File: src/rtl/eth_rcc_mode_seq.sv
// Sequencer that safely switches the RCC ETH kernel-clock mode (speed/interface select):
// hold MAC, drop clock request, change select, settle, re-request and confirm the RX clock.
module eth_rcc_mode_seq #(
  parameter int QUIESCE_CYC = 16,
  parameter int SETTLE_CYC  = 64,
  parameter int MON_WIN     = 256,
  parameter int MIN_EDGES   = 2
) (
  input  logic clk,
  input  logic rst_n,
  input  logic cfg_req,
  input  logic cfg_fes,
  input  logic cfg_epis_2,
  input  logic err_clr,
  input  logic rx_clk_mon,
  output logic eth_rcc_fes,
  output logic eth_rcc_epis_2,
  output logic eth_clk_req,
  output logic mac_txrx_hold,
  output logic cfg_busy,
  output logic cfg_ack,
  output logic cfg_err
);

  localparam int MAX_QS  = (QUIESCE_CYC > SETTLE_CYC) ? QUIESCE_CYC : SETTLE_CYC;
  localparam int MAX_QSW = (MAX_QS > MON_WIN) ? MAX_QS : MON_WIN;
  localparam int MAX_P   = (MAX_QSW > MIN_EDGES) ? MAX_QSW : MIN_EDGES;
  localparam int CW      = $clog2(MAX_P + 1);

  typedef enum logic [2:0] {
    S_IDLE,
    S_QUIESCE,
    S_SWITCH,
    S_SETTLE,
    S_CHECK,
    S_DONE
  } state_t;

  state_t        state, state_nxt;
  logic [CW-1:0] cnt, cnt_nxt;
  logic [CW-1:0] edge_cnt, edge_nxt, edge_inc;
  logic          lat_fes, lat_epis;
  logic          sync1, sync2, sync3;
  logic          rise;
  logic          load_sel;
  logic          err_set;

  // Two flops resolve metastability on the foreign RX clock; the third keeps history.
  assign rise = sync2 & ~sync3;
  assign edge_inc = (edge_cnt == CW'(MIN_EDGES)) ? edge_cnt : edge_cnt + CW'(rise);

  always_comb begin
    // NOTE: every signal assigned here gets a default first, so no path can infer a latch.
    state_nxt = state;
    cnt_nxt   = '0;
    edge_nxt  = '0;
    load_sel  = 1'b0;
    err_set   = 1'b0;
    case (state)
      S_IDLE: begin
        if (cfg_req) begin
          if (cfg_fes == eth_rcc_fes && cfg_epis_2 == eth_rcc_epis_2) state_nxt = S_DONE;
          else                                                        state_nxt = S_QUIESCE;
        end
      end
      S_QUIESCE: begin
        if (cnt == CW'(QUIESCE_CYC - 1)) begin
          state_nxt = S_SWITCH;
          load_sel  = 1'b1;
        end else begin
          cnt_nxt = cnt + CW'(1);
        end
      end
      S_SWITCH: state_nxt = S_SETTLE;
      S_SETTLE: begin
        if (cnt == CW'(SETTLE_CYC - 1)) state_nxt = S_CHECK;
        else                            cnt_nxt   = cnt + CW'(1);
      end
      S_CHECK: begin
        edge_nxt = edge_inc;
        cnt_nxt  = cnt + CW'(1);
        // A sufficient edge count wins over a window expiring in the same cycle.
        if (edge_inc == CW'(MIN_EDGES)) begin
          state_nxt = S_DONE;
        end else if (cnt == CW'(MON_WIN - 1)) begin
          state_nxt = S_DONE;
          err_set   = 1'b1;
        end
      end
      S_DONE:  state_nxt = S_IDLE;
      default: state_nxt = S_IDLE;
    endcase
  end

  always_ff @(posedge clk or negedge rst_n) begin
    if (!rst_n) begin
      state          <= S_IDLE;
      cnt            <= '0;
      edge_cnt       <= '0;
      lat_fes        <= 1'b0;
      lat_epis       <= 1'b0;
      sync1          <= 1'b0;
      sync2          <= 1'b0;
      sync3          <= 1'b0;
      eth_rcc_fes    <= 1'b0;
      eth_rcc_epis_2 <= 1'b0;
      cfg_err        <= 1'b0;
    end else begin
      // NOTE: sequential state uses non-blocking assignments so every flop samples pre-edge values.
      state    <= state_nxt;
      cnt      <= cnt_nxt;
      edge_cnt <= edge_nxt;
      sync1    <= rx_clk_mon;
      sync2    <= sync1;
      sync3    <= sync2;
      if (state == S_IDLE && cfg_req) begin
        lat_fes  <= cfg_fes;
        lat_epis <= cfg_epis_2;
      end
      if (load_sel) begin
        eth_rcc_fes    <= lat_fes;
        eth_rcc_epis_2 <= lat_epis;
      end
      if (err_set)      cfg_err <= 1'b1;
      else if (err_clr) cfg_err <= 1'b0;
    end
  end

  // Remaining outputs are pure decodes of the state register.
  assign mac_txrx_hold = (state == S_QUIESCE) || (state == S_SWITCH) ||
                         (state == S_SETTLE)  || (state == S_CHECK);
  assign eth_clk_req   = !((state == S_QUIESCE) || (state == S_SWITCH) || (state == S_SETTLE));
  assign cfg_busy      = (state != S_IDLE);
  assign cfg_ack       = (state == S_DONE);

endmodule

File: config.mk
export PLATFORM = sky130hd
export DESIGN_NAME = eth_rcc_mode_seq
export DESIGN_NICKNAME = d
export VERILOG_FILES = /design/src/rtl/eth_rcc_mode_seq.sv
export SDC_FILE = /design/constraint.sdc
export NUM_CORES = 1
export LEC_CHECK = 0
export CAP_MARGIN = 10
export CORE_MARGIN = 5
export CORE_UTILIZATION = 60
export DETAILED_ROUTE_END_ITERATION = 12
export HOLD_SLACK_MARGIN = 0.08
export PLACE_DENSITY = 0.86
export SYNTH_ARGS = -nofsm -noshare
export SYNTH_HDL_FRONTEND = slang
export SYNTH_SLANG_ARGS = --single-unit
File: constraint.sdc
create_clock -name clk -period 3.92 [get_ports clk]
set_input_delay 0.392 -clock clk [delete_from_list [all_inputs] [get_ports clk]]
set_output_delay 0.392 -clock clk [all_outputs]
set_load 0.01 [all_outputs]
## Word-level counts from Yosys, hierarchy flattened

Cells that the tools add are included.

| operators by class | value |
|---|---|
| add/subtract/negate cells | 2 |
| multiply operators | 0 |
| divide/modulo/power cells | 0 |
| order comparisons | 0 |
| eq/ne operators | 16 |
| shift-type cells | 0 |
| multiplexer cells | 19 |
| bitwise gates (word level) | 2 |
| reduce and logical (&&, ||, !) cells | 10 |

Operators by type and width:

| cell | count |
|---|---|
| two-way mux 9 bit | 4 |
| one-hot mux 9 bit (3 select lines) | 1 |
| == test 9 x 2 -> 1 bit (second input constant) | 2 |
| two-way mux 3 bit | 6 |
| one-hot mux 3 bit (5 select lines) | 1 |
| adder 9 x 1 -> 9 bit | 1 |
| adder 9 x 1 -> 9 bit (second input constant) | 1 |
| == test 9 x 4 -> 1 bit (second input constant) | 1 |
| == test 9 x 6 -> 1 bit (second input constant) | 1 |
| == test 9 x 8 -> 1 bit (second input constant) | 1 |
| two-way mux 1 bit | 7 |
| == test 3 x 2 -> 1 bit (second input constant) | 2 |
| == test 3 bit (second input constant) | 2 |
| != test 2 bit (second input constant) | 3 |
| AND reduction 4 bit | 1 |
| == test 3 x 1 -> 1 bit (second input constant) | 1 |
| logical NOT 3 bit | 1 |
| logical OR 1 bit | 3 |
| != test 3 bit (second input constant) | 1 |
| nonzero test 3 bit | 1 |
| == test 1 bit | 2 |
| logical AND 1 bit | 2 |
| nonzero test 2 bit | 1 |
| bitwise AND 1 bit | 1 |
| 2 further kinds | 2 |

| storage, ports and cells | value |
|---|---|
| bits in registers | 29 |
| bits in latches | 0 |
| RAM bits | 0 |
| bits in read-only memories | 0 |
| output and inout port bits | 7 |
| logic and storage cells | 60 |
| memories kept | 0 |

## Logic depth before layout (Yosys ltp)

Gate-level depths: netlist of the first run.

| depth | value |
|---|---|
| depth after elaboration | 8 |
| depth in mapped cells | 9 |
| gate-level depth less buffers | 8 |

## Worst setup path after synthesis of the first run

No wires, ideal clock.

| timing | value |
|---|---|
| path type | reg-to-reg |
| start | reg sync2 |
| end | reg cfg_err |
| library setup time | 0.121 ns |
| arrival | 1.920 ns |
| required time | 3.799 ns |
| path slack | 1.879 ns |
| cell stages (with the launch flop) | 10 |
| buffers on the path | 1 |
| period minus slack after synthesis | 2.041 ns |
| path through | dfrtp_1 -> nor2b_1 -> ha_1 -> ha_1 -> buf_2 -> a211o_1 -> o22ai_1 -> nand3_1 -> a311o_1 -> a22o_1 |

| between the ends | value |
|---|---|
| longest elaborated chain between the ends | 7 |

RTL lines:

| element | RTL line | text |
|---|---|---|
| from (decl) | 43 | `logic sync1, sync2, sync3;` |
| from (signal assigned) | 114 | `sync2 <= sync1;` |
| bitwise AND 1 bit (*) | 49 | `assign rise = sync2 & ~sync3;` |
| adder 9 x 1 -> 9 bit (*) | 50 | `assign edge_inc = (edge_cnt == CW'(MIN_EDGES)) ? edge_cnt : edge_cnt + CW'(rise);` |
| two-way mux 9 bit (*) | 50 |  |
| == test 9 x 2 -> 1 bit (*) | 83 | `if (edge_inc == CW'(MIN_EDGES)) begin` |
| two-way mux 1 bit (*) | 83 |  |
| two-way mux 1 bit (*) | 59 | `case (state)` |
| two-way mux 1 bit or nonzero test 2 bit (tied branches) | -- |  |
| to (signal assigned) | 107 | `cfg_err <= 1'b0;` |
| to (signal assigned) | 124 | `if (err_set) cfg_err <= 1'b1;` |
| to (signal assigned) | 125 | `else if (err_clr) cfg_err <= 1'b0;` |
| to (decl) | 22 | `output logic cfg_err` |

Every way passes the cells marked *; elsewhere a longest branch is shown, timed or not.
A chain may end at the register's enable or synchronous reset.

## Worst setup path in the final report of the first run

Same ends and word-level chain as after synthesis.

==> metrics.md, run 1 <==
| Metric | Value |
|---|---|
| Most common cell after layout, fill and taps aside | dfrtp_1 |
| CP max FO | 6 |
| Share of post-route cells with drive strength above 1 | 13.5% |
| Peak VDD IR | roughly 0.32 mV |
| Cts repair resizes | 0 |
| Most common cell type on the critical path | ha_1 |
| Max_slew headroom | between 70% and 80% |
| DIE HEIGHT | around 60 um |
| Slew @ Worst Pin | between 300 and 400 ps |
| Clock Sinks | 29 |
| CP arrival | roughly 2400 ps |
| Die X | approximately 60 um |
| Setup crit start kind | flop |
| First-pass GRT wire length | around 4.8 mm |
| Boundary Pins | 14 |
| RSZ-0062 raised after global routing | false |
| Count of buffer and inverter cells on the critical path | 0 |
| Vias/cell | 5.68 |
| CTS buffer count | 5 |
| CP Class | reg -> reg |
| CP cell instances | nor2b_1 -> ha_1 -> ha_1 -> a211o_1 -> o22ai_1 -> nand3_1 -> a311o_1 -> a22o_1 |
| Status | completed |
| H-tree levels | 2 |
| CTS root buffer | clkbuf_4 |
| Register bit total from synthesis | 29 |
| Delay-heaviest family, CP | compound AO/OA/AOI/OAI gates |
| Final min period | 2170 ps |
| Clock Pin Slew Worst Setup and Hold Paths | ~100 ps |
| Pwr dens | between 400 and 500 nW/um2 |
| CTS tree | done |
| Vias | ~1100 |
| Post-DP Area | 1620 um2 |
| Post-synthesis sequential area ratio | between 40 and 50% |
| Vias in the first global route | ~1100 |
| Synth Instances | approximately 150 |
| WL per Instance | 14.5 um |
| Worst Setup End Kind | flop |
| Fin area | 1670 um2 |
| 1st-iter DRT viols | 56 |
| Die footprint | ~3600 um2 |
| Cells after DPL | between 150 and 200 |
| Initial antenna violation count | 0 |
| Total track usage | approximately 19% |
| Row count | 18 |
| Worst Skew | about 12 ps |
| Fmax | approximately 460 MHz |
| CP Data Required Time | around 4200 ps |
| Post-CTS Hold Buffers | 0 |
| Pins over their slew limit | 0 |
| Synthesis-to-finish area growth | 12.4% |
| Final Setup Violations | 0 |
| Drc violations | 0 |
| Number of diodes | 0 |
| Fin nets | roughly 170 |
| Final ANT Viol Nets | 0 |
| # fillers | about 200 |
| Critical-path top delay cell | dfrtp_1 |
| Max cap viols | 0 |
| Synth Net Count | ~160 |
| Initial Utilization | about three fifths |
| HP Class | reg -> reg |
| Setup Buffers After CTS | 0 |
| Setup_tns | 0 ps |
| Period utilisation layout | 55.4% |
| Max clock buf depth | 2 |
| Total global routing overflow | 0 |
| Leak | 0.732 nW |
| Netlist Area Pre-Place | ~1500 um2 |
| Number of hold violations in the final report | 0 |
| Yosys cell types | ~40 |
| Avg Inst Size Synth | 10.1 um2 |
| Yosys warns | 0 |
| Worst path max stage delay | around 400 ps |
| GP Congestion | 0.856 |
| Finished Layout Cells | between 150 and 200 |
| Commonest cells after routing, fill and taps aside | dfrtp_1 (29), nor2_1 (27), clkdlybuf4s50_1 (13) |
| DR pass1 iterations | 4 |
| Hpwl dp | just over 2 mm |
| Core footprint | 2430 um2 |
| Worst-Skew Late Latency | between 300 and 400 ps |
| IO buf count | 13 |
| Pin count of the biggest net entering global routing | 30 |
| Total Routed Length | between 2 and 3 mm |
final timing paths:
kind	start	slack [ps]	to	depth (start not counted)
max	sync2$_DFF_PN0_	1750	cfg_err$_DFFE_PN0P_	8
min	sync1$_DFF_PN0_	360	sync2$_DFF_PN0_	0
max reg2reg	sync2$_DFF_PN0_	1750	cfg_err$_DFFE_PN0P_	8
min reg2reg	sync1$_DFF_PN0_	360	sync2$_DFF_PN0_	0
max in group asynchronous	rst_n	3220	cnt[1]$_DFF_PN0_	2
min in group asynchronous	rst_n	430	edge_cnt[2]$_DFF_PN0_	2
cell families (layout without fill, tap and decap cells):
kind of cell             Yosys count  in the layout  synth area share, %
buffers and inverters              9             25                 3.53
XOR/XNOR                          16             16                 9.42
multiplexers                       5              5                 3.70
AND/OR/NAND/NOR                   70             70                 24.3
AO/OA/AOI/OAI                     14             14                 6.90
adder cells (fa/ha/maj)            4              4                 3.36
flip-flops                        29             29                 48.8
metrics by stage:
step / hold WS (ps) / setup slack, ps / util (%) / power [mW]
finish: 361 / 1750 / 68.8 / 0.790
global route: 366 / 1650 / 68.8 / 0.846
CTS: 363 / 1750 / 68.8 / 0.796
detailed placement: 341 / 1770 / 66.7 / 0.623
global placement: 335 / 1860 / 66.7 / 0.610
floorplan: 96.4 / 1880 / - / 0.538
area by class of cell:
cell class	instances	area, um2	share of cell area [%]
well taps	30	37.5	2.24
multi-input cells	109	709	42.4
inverters	3	11.3	0.673
flip-flops and latches	29	726	43.4
clock inverters	2	10.0	0.598
clock buffers	6	41.3	2.47
repair buffers	14	138	8.23
Yosys cell counts, drive strengths merged:
| library cell | instances | share of area [%] |
|---|---|---|
| o22ai | 1 | 0.42 |
| nand2 | 8 | 2.2 |
| ha | 4 | 3.4 |
| xor2 | 7 | 4.1 |
| inv | 3 | 0.76 |
| a22o | 1 | 0.59 |
| xnor2 | 9 | 5.3 |
| and3b | 1 | 0.59 |
| and3 | 4 | 1.8 |
| dfrtp | 29 | 49 |
| and2 | 1 | 0.42 |
| o21ai | 1 | 0.34 |
| or2 | 2 | 0.84 |
| o41ai | 1 | 0.59 |
| nand2b | 1 | 0.42 |
| clkbuf | 1 | 0.25 |
| a21boi | 1 | 0.76 |
| a221oi | 1 | 0.59 |
| a311o | 1 | 0.67 |
| a21oi | 4 | 1.3 |
| nor4b | 2 | 1.6 |
| mux2 | 4 | 3.0 |
| buf | 5 | 2.5 |
| a211o | 1 | 0.59 |
| a31oi | 1 | 0.42 |
| nor2b | 2 | 0.84 |
| nor4 | 2 | 1.3 |
| nand3b | 1 | 0.50 |
| nor3b | 1 | 0.50 |
| nand3 | 10 | 3.4 |
| mux2i | 1 | 0.67 |
| or3 | 3 | 1.3 |
| nor2 | 30 | 8.1 |
| o221ai | 1 | 0.59 |
| nor3 | 2 | 0.67 |
sequential cells by signal, summed over array words and instances, names as in the netlist:
name,flops
sync3,1
state,3
sync1,1
sync2,1
edge_cnt,9
cnt,9
eth_rcc_fes,1
eth_rcc_epis_2,1
lat_epis,1
cfg_err,1
lat_fes,1
where the power goes:
group	switching [mW]	leakage [nW]	internal (mW)
combinational	0.113	0.314	0.113
sequential	0.0514	0.386	0.340
clock	0.105	0.0320	0.0681
per-layer routing:
layer | GRT usage, % | vias to the layer above | share of wire [%]
li1 | - | 530 | -
met5 | 0 | - | 0
met4 | 8.86 | 0 | 3.1
met3 | 6.70 | 12 | 4.4
met2 | 31.0 | 25 | 53
met1 | 20.9 | 529 | 40
(Power assumes the default switching activity.)
==> run 2: changes to the inputs <==
Settings changed: CORE_UTILIZATION 60 to 56, PLACE_DENSITY 0.86 to 0.81.
Clock period 3.92 ns to 2.2 ns, I/O delays scaled along.
==> run 2 against run 1 <==
Sequential cell count stayed put. First-iteration DRC count shrank 20%. Largest cell class unchanged. Highest routed layer unchanged. Via count unchanged. Combinational power is 79% higher. Non-clock buffer count grew 1. Global-route usage down 0.69 points. Utilization increased by 0.49 points. Sequential share of layout area fell by 1.5 points.
==> metrics.md, run 2 (same netlist as run 1, synthesis figures left out) <==
| Metric | Value |
|---|---|
| Status | completed |
| Pwr dens | 947 nW/um2 (+100%) |
| Fmax | 482 MHz (+4.6%) |
| Cell internal pwr | 1.16 mW (+120%) |
| CP cell instances | nor2b_1 -> ha_1 -> ha_1 -> buf_4 -> xor2_1 -> nor2_1 -> a221oi_1 -> a311o_1 -> a22o_1 |
| Number of diodes | 0 (unchanged) |
| Die X | 61.5 um (+2.9%) |
| Most common cell type on the critical path | ha_1 |
| Hold_ws | 248 ps (-113 ps) |
| Final Setup Violations | 0 (unchanged) |
| Slew @ Worst Pin | 377 ps (+10.2 ps) |
| Comb power frac | 24.6% (-4.0 points) |
| Max cap viols | 0 (unchanged) |
| Area of the multi-input gates | 709 um2 (unchanged) |
| Reg power frac | 42.0% (-7.5 points) |
| Total Routed Length | 2.82 mm (+0.57%) |
| CTS tree | done |
| Core footprint | 2500 um2 (+2.8%) |
| CP arrival | 2310 ps (-100 ps) |
| Cells after DPL | 186 (+0.54%) |
| Row count | 18 (unchanged) |
| Vias in the first global route | 1124 (+2.6%) |
| Final ANT Viol Nets | 0 (unchanged) |
| Worst-Skew Late Latency | 340 ps (about the same) |
| Commonest cells after routing, fill and taps aside | dfrtp_1 (29), nor2_1 (27), clkdlybuf4s50_1 (13) |
| Synthesis-to-finish area growth | 16.4% |
| Pin count of the biggest net entering global routing | 30 (unchanged) |
| R2R depth | 9 (+1) |
| Clock Sinks | 29 (unchanged) |
| CP max FO | 5 (-1) |
| # fillers | 179 (-9.6%) |
| Sw Ratio | 29.3% (-4.7 points) |
| Vias | 1096 (unchanged) |
| GP Congestion | 0.924 (+7.9%) |
| Peak VDD IR | 0.746 mV (+130%) |
| Setup_tns | 0 ps (unchanged) |
| Reg2Reg Launch Point | sync2$_DFF_PN0_ |
| IO buf count | 13 (unchanged) |
| Fin area | 1730 um2 (+3.5%) |
| RSZ-0062 raised after global routing | false |
| R2R Setup Slk | 120 ps (-1620 ps) |
| Clock share of power | 33.3% (+11 points) |
| Post-DP Area | 1630 um2 (+0.46%) |
| DIE HEIGHT | 61.5 um (+2.9%) |
| CTS buffer count | 5 (unchanged) |
| Reg2Reg Capture Point | cfg_err$_DFFE_PN0P_ |
| HP Class | in -> async |
| CTS root buffer | clkbuf_4 |
| H-tree levels | 2 (unchanged) |
| Sw Pwr | 0.481 mW (+79%) |
| Hpwl dp | 2.03 mm (+0.37%) |
| Total track usage | 17.9% (-0.69 points) |
| 1st-iter DRT viols | 45 (-20%) |
| Period utilisation layout | 94.3% (+39 points) |
| Critical-path top delay cell | dfrtp_1 |
| Most common cell after layout, fill and taps aside | dfrtp_1 |
| WL per Instance | 14.6 um (about the same) |
| DR pass1 iterations | 4 (unchanged) |
| Post-CTS Hold Buffers | 0 (unchanged) |
| Setup crit start kind | flop |
| Share of post-route cells with drive strength above 1 | 14.6% (+1.1 points) |
| Total global routing overflow | 0 (unchanged) |
| Die footprint | 3790 um2 (+5.9%) |
| Leak | 0.760 nW (+3.9%) |
| Clock Pin Slew Worst Setup and Hold Paths | 100 ps (about the same) |
| Initial Utilization | 59.5% (-1.7 points) |
| CP Data Required Time | 2440 ps (-1720 ps) |
| Vias/cell | 5.65 (-0.52%) |
| Registers with the highest flip-flop counts | cnt (9), edge_cnt (9), state (3) |
| Worst Setup EP | cfg_err$_DFFE_PN0P_ |
| Worst path max stage delay | 380 ps (-20 ps) |
| CP Class | reg -> reg |
| Worst Setup End Kind | flop |
| Boundary Pins | 14 (unchanged) |
| Number of hold violations in the final report | 0 (unchanged) |
| CP startpoint | sync2$_DFF_PN0_ |
| Pins over their slew limit | 0 (unchanged) |
| Drc violations | 0 (unchanged) |
| Initial antenna violation count | 0 (unchanged) |
| Fin nets | 174 (+0.58%) |
| Cts repair resizes | 0 (unchanged) |
| First-pass GRT wire length | 4.82 mm (+0.58%) |
| Finished Layout Cells | 194 (+0.52%) |
| Area occupied by registers | 726 um2 (unchanged) |
| Max clock buf depth | 2 (unchanged) |
| Final min period | 2080 ps (-96.4 ps) |
| Worst Skew | 11.7 ps (-0.650 ps) |
| Setup Buffers After CTS | 0 (unchanged) |
| Pre-CTS WS | 134 ps (-1630 ps) |
| Slack of the critical path | 125 ps (-1620 ps) |
| Max_slew headroom | 74.8% (-0.50 points) |
## run 2: changes by cell type in the layout (fill, tap and decap cells not counted)
cell	change
clkinv_2	-1
bufinv_16	+2
buf_4	+1
clkbuf_1	-1
## run 2: power groups by stage
stage / Combinational, mW / Clock, mW / Sequential (mW)
floorplan: 0.302 / 0 / 0.656
global placement: 0.396 / 0 / 0.694
detailed placement: 0.407 / 0 / 0.700
CTS: 0.411 / 0.556 / 0.690
global route: 0.449 / 0.587 / 0.705
finish: 0.404 / 0.547 / 0.689
## run 2: layout make-up
class	count	area share, %
Clock buffer	5	2.17
Clock inverter	3	3.76
Inverter	3	0.650
Multi-Input combinational cell	109	41.0
Sequential cell	29	41.9
Tap cell	30	2.17
Timing Repair Buffer	15	8.38
## run 2: per-stage QoR
| stage | util (%) | total power [mW] |
|---|---|---|
| 6_report | 69.3 | 1.64 |
| 5_1_grt | 69.3 | 1.74 |
| 4_1_cts | 69.3 | 1.66 |
| 3_5_place_dp | 65.2 | 1.11 |
| 3_3_place_gp | 65.2 | 1.09 |
| 2_1_floorplan | - | 0.958 |
## run 2: worst min path at each step
stage | start | cells past startpoint | endpoint | slack, ps
after floorplan | rst_n | 0 | cfg_err$_DFFE_PN0P_ | -80
after detailed placement | sync1$_DFF_PN0_ | 0 | sync2$_DFF_PN0_ | 340
final | rst_n | 2 | edge_cnt[3]$_DFF_PN0_ | 250
after global placement | sync1$_DFF_PN0_ | 0 | sync2$_DFF_PN0_ | 330
after CTS | rst_n | 2 | edge_cnt[3]$_DFF_PN0_ | 260
after global routing | rst_n | 2 | edge_cnt[8]$_DFF_PN0_ | 270
## run 2: metal layers
layer	global-route usage (%)	part of all wire (%)	vias up
met2	31.4	54	30
met1	18.6	39	521
met5	0	0	-
met3	6.50	4.6	10
li1	-	-	535
met4	9.09	2.0	0
## run 2: worst max-delay path, delay by kind of cell (launching register included)
kind,cells,cell delay [ps]
AOI/OAI and AO/OA,3,650
xor gates and xnor gates,1,160
adders and majority gates,2,390
buffers and inverters,1,160
DFF,1,380
and+or+nand+nor,2,250
==> run 3: changes to the inputs <==
Settings changed: SLEW_MARGIN from default to 20.
==> results of run 3 <==
The final DEF is identical to that of run 2; final timing and power are the same.
==> RTL edit 1: new RTL, config.mk and constraints of run 2 <==
The parameter `MON_WIN` goes from 256 to 512.
--- a/src/rtl/eth_rcc_mode_seq.sv
+++ b/src/rtl/eth_rcc_mode_seq.sv
@@ -5,3 +5,3 @@
   parameter int SETTLE_CYC  = 64,
-  parameter int MON_WIN     = 256,
+  parameter int MON_WIN     = 512,
   parameter int MIN_EDGES   = 2
Behaviour: no difference found for any inputs over 10 cycles, from zero or initial values and one cycle with rst_n low; that may be too few to reach the edited logic, so the function may still have changed.
==> RTL edit 1 against run 2 <==
Sequential cell count grew 2; via count grew 9.4%; synthesized area grew 8.5%; design area grew 8.5%; setup slack lost 0.018 ns; critical endpoint is now state[0]$_DFFE_PN0P_; non-clock buffer count grew 1; wire length grew 9.8%.
Power is not compared: it rests on default switching activity, and its combinational part moved more than twofold at a synthesized area within 25%.
==> RTL edit 1: results (changes against run 2) <==
- Status: complete, no violations
- Syn Inst Count: 161 (+9.5%)
- Non-Filler Instances: 209 (+7.7%)
- GR met3 Demand/Resource: 5.33% (-1.2 points)
- Synth top area cells: dfrtp_1, xnor2_1, nor2_1
- Placement Cell Area: 0.00177 mm^2 (+8.5%)
- Placer Congestion: 0.835 (-9.6%)
- Synth Area in Compound Gates: 9.77% (+2.9 points)
- Met1 GRT Util: 20.6% (+2.0 points)
- M2 GR Usage: 27.9% (-3.5 points)
- Worst R2R Setup Slack: 0.11 ns (-0.02 ns)
- Pre-CTS setup slack: 0.0531 ns (-0.0804 ns)
- M1 wire length: 1300 um (+16%)
- Critical path arrival: 2.33 ns (+0.02 ns)
- R2R depth: 8 (-1)
- Critical path capture point: state[0]$_DFFE_PN0P_
- Share of post-route cells with drive strength above 1: 14.6% (-0.027 points)
- CP max FO: 3 (-2)
- Design area: 0.00188 mm^2 (+8.5%)
- Sink Count: 31 (+6.9%)
- First-pass GRT wire length: 5530 um (+15%)
- HPWL after detailed placement: 2140 um (+5.7%)
- Clk_skew: 0.00724 ns (-0.00448 ns)
- Syn_nets: 171 (+8.2%)
- Pint: 0.854 mW
- Sequential-to-total area share from yosys stat: 48.1% (-0.72 points)
- First DRT Iteration DRCs: 88 (+96%)
- Post-synth cell types: 42 (+2.4%)
- Mux cell area share after synthesis: 3.26% (-0.44 points)
- Largest net degree at the start of global routing: 32 (+6.7%)
- Slew HR: 72.5% (-2.3 points)
- Hold WS: 0.255 ns (+0.00729 ns)
- Dpl cells: 201 (+8.1%)
- Met3 wire length: 135 um (+3.1%)
- Synth cell count leaders: dfrtp_1, nor2_1, xnor2_1, nor3_1, nand3_1
- DR vias: 1199 (+9.4%)
- GRT Overall Usage: 17.6% (-0.27 points)
- Adder-Cell Fraction of Synth Area: 2.33% (-1.0 points)
- Fill count: 220 (+23%)
- Total wire length: 3100 um (+9.8%)
- Routed met2 length: 1580 um (+4.1%)
RTL edit 1: cell count changes after synthesis, sizes merged, moves of 3 or more:
| cell | before | now |
|---|---|---|
| a211oi | 0 | 4 |
| nand3 | 10 | 7 |
| nor2 | 30 | 27 |
| nor3 | 2 | 9 |
| o21ai | 1 | 4 |
| xnor2 | 9 | 15 |
RTL edit 1: kinds of logic after synthesis:
group	count (synthesis)
adder cells (fa/ha/maj)	3
flip-flops	31
XOR/XNOR	20
AND/OR/NAND/NOR	70
multiplexers	4
buffers and inverters	12
AO/OA/AOI/OAI	21
RTL edit 1: critical path: cells and delay by family (launching register included):
family / cells / cell delay, ns
AO/OA/AOI/OAI: 3 / 0.63
AND/OR/NAND/NOR: 3 / 0.57
adder cells (fa/ha/maj): 2 / 0.40
flip-flops: 1 / 0.38
RTL edit 1: final cells by class:
| cell class | instances | area, um^2 | share of cell area, % |
|---|---|---|---|
| sequential | 31 | 776 | 41.3 |
| clock buffer | 6 | 51.3 | 2.73 |
| timing repair buffer | 16 | 153 | 8.12 |
| inverter | 5 | 18.8 | 0.999 |
| clock inverter | 2 | 35.0 | 1.86 |
| multi-input combinational | 118 | 807 | 42.9 |
| tap | 31 | 38.8 | 2.06 |
RTL edit 1: power by group through the flow:
stage / registers, mW / logic [mW] / clock network (mW)
3_5_place_dp: 0.584 / 0.0294 / 0
2_1_floorplan: 0.584 / 0.00403 / 0
5_1_grt: 0.573 / 0.0327 / 0.512
3_3_place_gp: 0.584 / 0.0284 / 0
6_report: 0.573 / 0.0287 / 0.468
4_1_cts: 0.573 / 0.0295 / 0.483
RTL edit 1: timing repair:
| action | in CTS | in global routing |
|---|---|---|
| hold buffers | 0 | 0 |
| endpoints found under the setup margin | 0 | 4 |
| resized for setup | 0 | 4 |
==> RTL edit 2: new RTL, flow settings as in run 2 <==
Without the edit above. The 6 states of `state_t` get a one-hot encoding in 6 bits.
--- a/src/rtl/eth_rcc_mode_seq.sv
+++ b/src/rtl/eth_rcc_mode_seq.sv
@@ -29,9 +29,9 @@
 
-  typedef enum logic [2:0] {
-    S_IDLE,
-    S_QUIESCE,
-    S_SWITCH,
-    S_SETTLE,
-    S_CHECK,
-    S_DONE
+  typedef enum logic [5:0] {
+    S_IDLE    = 6'b000001,
+    S_QUIESCE = 6'b000010,
+    S_SWITCH  = 6'b000100,
+    S_SETTLE  = 6'b001000,
+    S_CHECK   = 6'b010000,
+    S_DONE    = 6'b100000
   } state_t;
Function: no difference found for any inputs over 10 cycles, from zero or initial values and one cycle with rst_n low; not proved beyond that.
==> RTL edit 2 against run 2 <==
Sequential cell count is 3 higher; design area grew 12%; synthesized area up 9.9%; setup slack worse by 0.083 ns; total power shrank 13%; wire length is 23% higher; non-clock buffer count up 4.
==> RTL edit 2: results (changes against run 2) <==
- Vias in the first global route: 1286 (+14%)
- Post_cts resized: 2 (+2)
- Syn_nets: 174 (+10%)
- Slew @ Worst Pin: 0.629 ns (+0.252 ns)
- Met3 wire length: 178 um (+36%)
- Placement Cell Area: 0.00180 mm^2 (+10%)
- First-pass GRT wire length: 6030 um (+25%)
- Status: complete, no violations
- Synth cell count leaders: dfrtp_1, nor2_1, nand3_1, xor2_1, nand2_1
- Share of post-route cells with drive strength above 1: 18.5% (+3.8 points)
- Routed met2 length: 1670 um (+9.7%)
- Synth top area cells: dfrtp_1, nor2_1, xor2_1
- Total wire length: 3470 um (+23%)
- GR met3 Demand/Resource: 5.95% (-0.54 points)
- Syn Inst Count: 163 (+11%)
- Nets: 194 (+11%)
- Hold WS: 0.271 ns (+0.0233 ns)
- First DRT Iteration DRCs: 185 (+310%)
- Pre-CTS setup slack: 0.000765 ns (-0.133 ns)
- R2R depth: 8 (-1)
- Met1 GRT Util: 24.4% (+5.7 points)
- HPWL after detailed placement: 2390 um (+18%)
- Dpl cells: 204 (+9.7%)
- Vias/cell: 5.98 (+5.9%)
- Worst R2R Setup Slack: 0.04 ns (-0.08 ns)
- Worst VDD drop: 0.000700 V (-6.2%)
- Fill count: 216 (+21%)
- Pleak: 0.835 nW (+9.8%)
- CP max FO: 4 (-1)
- Design area: 0.00194 mm^2 (+12%)
- Post-CTS Setup Bufs: 1 (+1)
- M2 GR Usage: 28.1% (-3.2 points)
- M1 wire length: 1550 um (+39%)
- Critical path arrival: 2.40 ns (+0.09 ns)
- Placer Congestion: 0.836 (-9.5%)
- Biggest regs: cnt: 9 flops, edge_cnt: 9 flops, state: 6 flops
- Worst path slowest cell: or4_1
- Period utilisation layout: 98.1% (+3.8 points)
- Sequential-to-total area share from yosys stat: 49.0% (+0.26 points)
## RTL edit 2: cell types whose count changed after synthesis, moves of 3 or more
cell	delta
nor2_1	-4
nor2_2	-3
or3_1	-3
inv_1	+3
nand4_1	+4
xnor2_1	-3
o21ai_0	+5
## RTL edit 2: report_power, final
part / total [mW] / internal, mW / switching (mW)
sequential: 0.693 / 0.643 / 0.0501
clock: 0.445 / 0.238 / 0.207
combinational: 0.291 / 0.146 / 0.145
total: 1.43 / 1.03 / 0.402
## RTL edit 2: cell families (layout without fill, tap and decap cells)
kind of cell,Yosys count,in the layout,share of synthesized area (%)
xor+xnor,14,14,7.50
fa+ha+maj,4,4,3.06
buf+inv,12,33,3.37
flops,32,32,49.0
mux,4,4,2.75
compound gates,23,23,9.72
simple gates,74,74,24.6
## RTL edit 2: worst max-delay path: cells and delay by family (launching register included)
| kind | cells | cell delay [ns] |
|---|---|---|
| DFF | 1 | 0.38 |
| adders and majority gates | 2 | 0.38 |
| AOI/OAI and AO/OA | 2 | 0.42 |
| and+or+nand+nor | 4 | 0.87 |
## RTL edit 2: worst max path at each step
stage,cells past startpoint,to
2_1_floorplan,9,cfg_err$_DFFE_PN0P_
3_5_place_dp,8,cfg_err$_DFFE_PN0P_
5_1_grt,8,cfg_err$_DFFE_PN0P_
4_1_cts,8,cfg_err$_DFFE_PN0P_
6_report,8,cfg_err$_DFFE_PN0P_
3_3_place_gp,8,cfg_err$_DFFE_PN0P_
## RTL edit 2: area by class of cell
cell class,instances,area share (%)
Multi-Input combinational cell,119,42.5
Sequential cell,32,41.4
Timing Repair Buffer,19,9.02
Clock buffer,6,2.13
Tap cell,31,2.00
Clock inverter,2,1.80
Inverter,6,1.16
